File: config.mk
export PLATFORM = sky130hd
export DESIGN_NAME = branch_resolve_stage
export DESIGN_NICKNAME = d
export VERILOG_FILES = /design/src/rtl/branch_resolve_stage_pkg.sv /design/src/rtl/branch_cond_eval.sv /design/src/rtl/branch_resolve_stage.sv
export SDC_FILE = /design/constraint.sdc
export NUM_CORES = 1
export LEC_CHECK = 0
export BUFFER_PORTS_ARGS = -buffer_cell sky130_fd_sc_hd__buf_4
export CORE_AREA = 3 3 170 172
export DETAILED_ROUTE_END_ITERATION = 10
export DIE_AREA = 0 0 173 175
export GPL_TIMING_DRIVEN = 0
export PLACE_DENSITY = 0.69
export SYNTH_ARGS = -nofsm -noshare
export SYNTH_HDL_FRONTEND = slang
export SYNTH_SLANG_ARGS = --single-unit
File: constraint.sdc
create_clock -name clk -period 2.9 [get_ports clk]
set_clock_uncertainty 0.15 [all_clocks]
set_input_delay 0.58 -clock clk [delete_from_list [all_inputs] [get_ports clk]]
set_output_delay 0.58 -clock clk [all_outputs]
set_load 0.005 [all_outputs]
File: src/rtl/branch_resolve_stage_pkg.sv
// Shared types and constants for the EX-stage branch resolution path.
// Holds funct3 branch encodings, the default datapath width and the adder flag bundle.
package branch_resolve_stage_pkg;

    localparam int XLEN_DEF = 64;

    localparam logic [2:0] BR_BEQ  = 3'b000;
    localparam logic [2:0] BR_BNE  = 3'b001;
    localparam logic [2:0] BR_BLT  = 3'b100;
    localparam logic [2:0] BR_BGE  = 3'b101;
    localparam logic [2:0] BR_BLTU = 3'b110;
    localparam logic [2:0] BR_BGEU = 3'b111;

    // Flags produced by the adder when it computes rs1 + ~rs2 + 1.
    typedef struct packed {
        logic c_out;
        logic v;
        logic n;
        logic z;
    } adder_flags_t;

endpackage

File: src/rtl/branch_cond_eval.sv
// Combinational RISC-V branch condition from funct3 and adder flags.
// Ports: funct3_i (branch type), flags_i (adder flags), taken_o (condition true).
module branch_cond_eval
    import branch_resolve_stage_pkg::*;
(
    input  logic [2:0]   funct3_i,
    input  adder_flags_t flags_i,
    output logic         taken_o
);

    always_comb begin
        taken_o = 1'b0;
        unique case (funct3_i)
            BR_BEQ:  taken_o = flags_i.z;
            BR_BNE:  taken_o = !flags_i.z;
            BR_BLT:  taken_o = flags_i.n ^ flags_i.v;
            BR_BGE:  taken_o = !(flags_i.n ^ flags_i.v);
            // No borrow out of rs1 - rs2 means rs1 >= rs2 unsigned.
            BR_BLTU: taken_o = !flags_i.c_out;
            BR_BGEU: taken_o = flags_i.c_out;
            default: taken_o = 1'b0;
        endcase
    end

endmodule

File: src/rtl/branch_resolve_stage.sv
// EX-stage branch resolution: evaluates the branch condition, registers the result
// into EX/MEM under valid/ready, and raises a one-cycle redirect on mispredict.
// Ports: in_* upstream EX bundle + handshake, out_* registered EX/MEM bundle,
// redirect_valid/redirect_pc to fetch, epoch fed back to fetch, mispredict_cnt stats.
module branch_resolve_stage
    import branch_resolve_stage_pkg::*;
#(
    parameter int XLEN  = XLEN_DEF,
    parameter int CNT_W = 32
) (
    input  logic             clk,
    input  logic             rst_n,
    input  logic             in_valid,
    output logic             in_ready,
    input  logic [XLEN-1:0]  in_pc,
    input  logic [XLEN-1:0]  in_sum,
    input  logic             in_c_out,
    input  logic             in_v_flag,
    input  logic             in_n_flag,
    input  logic             in_z_flag,
    input  logic             in_is_branch,
    input  logic             in_is_jump,
    input  logic [2:0]       in_funct3,
    input  logic [XLEN-1:0]  in_target,
    input  logic             in_pred_taken,
    input  logic             in_epoch,
    output logic             out_valid,
    input  logic             out_ready,
    output logic [XLEN-1:0]  out_pc,
    output logic [XLEN-1:0]  out_result,
    output logic             out_taken,
    output logic             redirect_valid,
    output logic [XLEN-1:0]  redirect_pc,
    output logic             epoch,
    output logic [CNT_W-1:0] mispredict_cnt
);

    adder_flags_t flags;
    logic         cond_taken;
    logic         taken;
    logic         accept;
    logic         load;
    logic         mispredict;
    logic [XLEN-1:0] pc_plus4;

    logic             out_valid_q, out_valid_d;
    logic [XLEN-1:0]  out_pc_q, out_pc_d;
    logic [XLEN-1:0]  out_result_q, out_result_d;
    logic             out_taken_q, out_taken_d;
    logic             redirect_valid_q, redirect_valid_d;
    logic [XLEN-1:0]  redirect_pc_q, redirect_pc_d;
    logic             epoch_q, epoch_d;
    logic [CNT_W-1:0] cnt_q, cnt_d;

    assign flags = '{c_out: in_c_out, v: in_v_flag, n: in_n_flag, z: in_z_flag};

    branch_cond_eval u_cond (
        .funct3_i (in_funct3),
        .flags_i  (flags),
        .taken_o  (cond_taken)
    );

    assign in_ready = !out_valid_q || out_ready;
    assign accept   = in_valid && in_ready;
    // Stale-epoch instructions are consumed but never reach the output.
    assign load     = accept && (in_epoch == epoch_q);
    assign pc_plus4 = in_pc + XLEN'(4);

    always_comb begin
        taken = 1'b0;
        if (in_is_jump) begin
            taken = 1'b1;
        end else if (in_is_branch) begin
            taken = cond_taken;
        end
    end

    assign mispredict = load && (in_is_branch || in_is_jump)
                        && (taken != in_pred_taken);

    always_comb begin
        out_valid_d      = out_valid_q && !out_ready;
        out_pc_d         = out_pc_q;
        out_result_d     = out_result_q;
        out_taken_d      = out_taken_q;
        redirect_valid_d = 1'b0;
        redirect_pc_d    = redirect_pc_q;
        epoch_d          = epoch_q;
        cnt_d            = cnt_q;
        if (load) begin
            out_valid_d  = 1'b1;
            out_pc_d     = in_pc;
            out_result_d = in_is_jump ? pc_plus4 : in_sum;
            out_taken_d  = taken;
        end
        if (mispredict) begin
            redirect_valid_d = 1'b1;
            redirect_pc_d    = taken ? in_target : pc_plus4;
            epoch_d          = !epoch_q;
            if (cnt_q != '1) begin
                cnt_d = cnt_q + CNT_W'(1);
            end
        end
    end

    always_ff @(posedge clk or negedge rst_n) begin
        if (!rst_n) begin
            out_valid_q      <= 1'b0;
            out_pc_q         <= '0;
            out_result_q     <= '0;
            out_taken_q      <= 1'b0;
            redirect_valid_q <= 1'b0;
            redirect_pc_q    <= '0;
            epoch_q          <= 1'b0;
            cnt_q            <= '0;
        end else begin
            out_valid_q      <= out_valid_d;
            out_pc_q         <= out_pc_d;
            out_result_q     <= out_result_d;
            out_taken_q      <= out_taken_d;
            redirect_valid_q <= redirect_valid_d;
            redirect_pc_q    <= redirect_pc_d;
            epoch_q          <= epoch_d;
            cnt_q            <= cnt_d;
        end
    end

    assign out_valid      = out_valid_q;
    assign out_pc         = out_pc_q;
    assign out_result     = out_result_q;
    assign out_taken      = out_taken_q;
    assign redirect_valid = redirect_valid_q;
    assign redirect_pc    = redirect_pc_q;
    assign epoch          = epoch_q;
    assign mispredict_cnt = cnt_q;

endmodule

==> flow_metrics.py <==
metrics = {
    "run_status": {
        "status": "complete, no violations",
    },
    "clocking": {
        "cts_tree": "yes",
        "cts_root_buf": "clkbuf_16",
        "clock_latency_ns": 0.53,
        "clkSlewWorstSetupHoldPaths_ns": 0.06,
        "cts.sinks": 228,
        "cts_buffers": 26,
        "htreeDepth": 1,
        "clockBufferDepth": 3,
    },
    "timing": {
        "fin_crit_sh_pct": 97.3,
        "rsz0062_at_grt": "yes",
        "relSlewSlack_pct": 33.0,
        "tightest_slew_ns": 1.00,
        "finalMaxSlewViolations": 0,
        "fin_ws_ns": 0.0791,
        "period_minus_slack_ns": 2.82,
        "setup_viol": 0,
        "fmax_mhz": 354,
        "whs_ns": 0.114,
        "setup_tns_ns": 0,
        "hold_violations": 0,
    },
    "run": {
        "cap_violations": 0,
    },
    "synthesis": {
        "yosysTopAreaCellShare_pct": 49.9,
        "synth-adder-area-share_pct": 0.219,
        "muxShareOfSynthArea_pct": 3.51,
        "synthCells": 1294,
        "synth.net_count": 1503,
        "yosys-top-cells-area": "dfrtp_1 (50%), nand2_1 (10%), o21ai_0 (5.4%)",
        "synth_top_flop_cell": "dfrtp_1",
        "synth_edf_count": 0,
        "synth_top_family_by_area": "simple AND/OR/NAND/NOR gates",
        "netlist_area_um2": 11400,
        "syn_area_per_cell_um2": 8.84,
        "synth_cell_types": 43,
        "synth_area_leader_cell": "dfrtp_1",
        "synthSimpleGateAreaFrac_pct": 23.8,
        "synth-compound-area-share_pct": 12.6,
        "ys_ff_latch": 228,
        "synth_xor_area_share_pct": 6.72,
        "yosys_warnings": 0,
        "synth-seq-area-share_pct": 49.9,
        "async_reset_ff_share_pct": 100,
    },
    "placement": {
        "dp_cells": 2104,
        "hpwlAfterDp_mm": 37.4,
        "io_buffers": 430,
        "gp_congestion": 0.908,
        "pre_cts_ws_ns": -1.42,
        "placed_cell_area_um2": 15200,
    },
    "finish": {
        "fillerInstances": 2600,
        "final_area_um2": 16200,
        "diodes": 0,
        "syn_to_final_growth_pct": 41.7,
        "final_util_pct": 58.7,
        "drive_above_1_share_pct": 28.9,
        "final_cells": 2155,
        "nets": 1967,
    },
    "floorplan": {
        "fp.dieW_um": 173,
        "io_pins": 436,
        "rows": 61,
        "dieArea_um2": 30300,
        "die_y_um": 175,
        "initial_core_util_pct": 41.4,
        "core_um2": 27600,
    },
    "pwr": {
        "pwr_density_cell_nw_per_um2": 865,
        "fin_total_pwr_mw": 14.0,
        "peakVddDrop_uv": 454,
        "intPower_mw": 9.18,
        "seqPwrFrac_pct": 38.5,
        "power_frac_clock_pct": 24.1,
        "swShare_pct": 34.5,
        "static-leakage-power_nw": 8.06,
        "p_comb_share_pct": 37.3,
        "switching_power_mw": 4.84,
    },
    "critical_path": {
        "endpoint_kind": "register",
        "worst_path_max_delay_cell": "or4_1",
        "cp_data_required_time_ns": 3.17,
        "cp.depth": 8,
        "setup.worst_path.class": "in2reg",
        "path_max_fanout": 10,
        "cpPeakStageDelay_ns": 0.74,
        "cp_num_buf_inv": 2,
        "startpoint_type": "primary input",
        "cp_top_family": "simple AND/OR/NAND/NOR gates",
        "worstPathArrival_ns": 3.09,
        "worstPathCellList": "buf_4, nand4_1, or4_1, clkbuf_1, nor4_1, xnor2_1, a211oi_2, a21o_1",
        "r2r_cells": 6,
    },
    "global_route": {
        "grt_pass1_wl_mm": 71.7,
        "overflow": 0,
        "antenna_found_initial": 0,
        "grt_pass1_vias": 11900,
        "gr-usage-all-layers_pct": 30.6,
        "grt_max_degree": 106,
    },
    "routing": {
        "antenna_left": 0,
        "viasPerCell": 5.45,
        "remaining_drc_errors": 0,
        "wirelength_mm": 47.9,
        "drt-pass1-iter-count": 6,
        "wl_per_cell_um": 22.2,
        "drt_iter0_drc": 898,
        "route.vias.total": 11700,
    },
    "worst_hold_path": {
        "min_path_type": "in2reg",
        "whs_path_depth": 3,
    },
}
repair_timing:
item / 4_1_cts / 5_1_grt
endpoints found under the setup margin: 114 / 108
pin swaps: 0 / 1
gates cloned: 0 / 0
hold buffers: 1 / 0
buffers inserted: 0 / 4
gates resized for setup: 17 / 15
hold endpoints to repair: 20 / 0
kinds of logic after synthesis:
family	Yosys count
AOI/OAI and AO/OA	248
adders and majority gates	2
xor gates and xnor gates	86
muxes	40
buffers and inverters	98
and+or+nand+nor	592
DFF	228
final timing paths:
path / from / end / slack, ns
setup / recovery: in_pc[5] / redirect_pc[51] / 0.08
hold / removal: in_pc[1] / out_pc[1] / 0.11
setup reg to reg: epoch / out_result[14] / 0.18
hold reg to reg: out_pc[29] / out_pc[29] / 0.32
max in group asynchronous: rst_n / redirect_pc[51] / 1.47
min in group asynchronous: rst_n / out_result[17] / 0.33
area by class of cell:
| type | count | area, µm² | area share (%) |
|---|---|---|---|
| Clock inverter | 8 | 95.1 | 0.587 |
| Inverter | 11 | 41.3 | 0.255 |
| Timing Repair Buffer | 437 | 3330 | 20.5 |
| Multi-Input combinational cell | 968 | 5420 | 33.5 |
| Sequential cell | 228 | 5710 | 35.2 |
| Clock buffer | 39 | 781 | 4.82 |
| Tap cell | 378 | 473 | 2.92 |
| Buffer | 86 | 362 | 2.23 |
placed cells by master (no fill, tap or decap), types with 7 or more instances in the layout:
| master | count |
|---|---|
| and4_1 | 19 |
| nor2_1 | 75 |
| and2_1 | 7 |
| mux2i_1 | 39 |
| dfrtp_1 | 228 |
| xnor2_1 | 42 |
| nor4_1 | 42 |
| nand2_1 | 318 |
| nand3_1 | 34 |
| a211oi_1 | 15 |
| and3_1 | 11 |
| clkbuf_16 | 27 |
| clkbuf_1 | 69 |
| xor2_1 | 43 |
| o31ai_1 | 10 |
| clkbuf_2 | 9 |
| inv_1 | 11 |
| o21ai_0 | 124 |
| buf_4 | 434 |
| nand4_1 | 31 |
| nor3_1 | 26 |
| a21o_1 | 33 |
| buf_2 | 7 |
| a21oi_1 | 43 |
synth_stat cells (all sizes together) (2+ instances only):
| master | instances |
|---|---|
| nand2b | 6 |
| o211ai | 5 |
| or2 | 3 |
| o21ai | 127 |
| mux2i | 39 |
| xor2 | 43 |
| a21o | 33 |
| xnor2 | 42 |
| nand3 | 35 |
| buf | 11 |
| a21oi | 43 |
| o31ai | 12 |
| and4 | 19 |
| ha | 2 |
| or4 | 7 |
| nor4 | 44 |
| a31oi | 2 |
| and2 | 7 |
| nand4 | 31 |
| and3 | 12 |
| dfrtp | 228 |
| nor2 | 75 |
| nor3 | 27 |
| a211oi | 16 |
| nor4b | 2 |
| clkbuf | 76 |
| o31a | 3 |
| inv | 11 |
| nand2 | 319 |
| a21boi | 3 |
| or3 | 3 |
| nor3b | 2 |
worst min-delay path, stage by stage:
cell	delay [ns]
buf_4	0.09
nand2_1	0.04
nand2_1	0.05
sequential cells by signal (all words and copies together), names as in the netlist:
signal / flops
redirect_pc: 64
mispredict_cnt: 32
out_result: 64
out_pc: 64
redirect_valid: 1
out_taken: 1
out_valid: 1
epoch: 1
metal layers:
metal	GRT usage, %	up-vias	wire [µm]
met5	0	-	0
met2	51.3	560	22900
met3	7.19	91	3930
met4	9.39	0	1550
met1	39.6	5678	19600
li1	-	5410	-
power by group through the flow:
stage	clock network [mW]	registers [mW]	logic, mW
after floorplan	0	5.40	1.75
after global placement	0	5.37	5.13
after detailed placement	0	5.41	5.24
after CTS	3.43	5.39	5.26
after global routing	3.57	5.54	5.70
final	3.38	5.40	5.24
No activity file was read; power rests on OpenSTA's default activity.
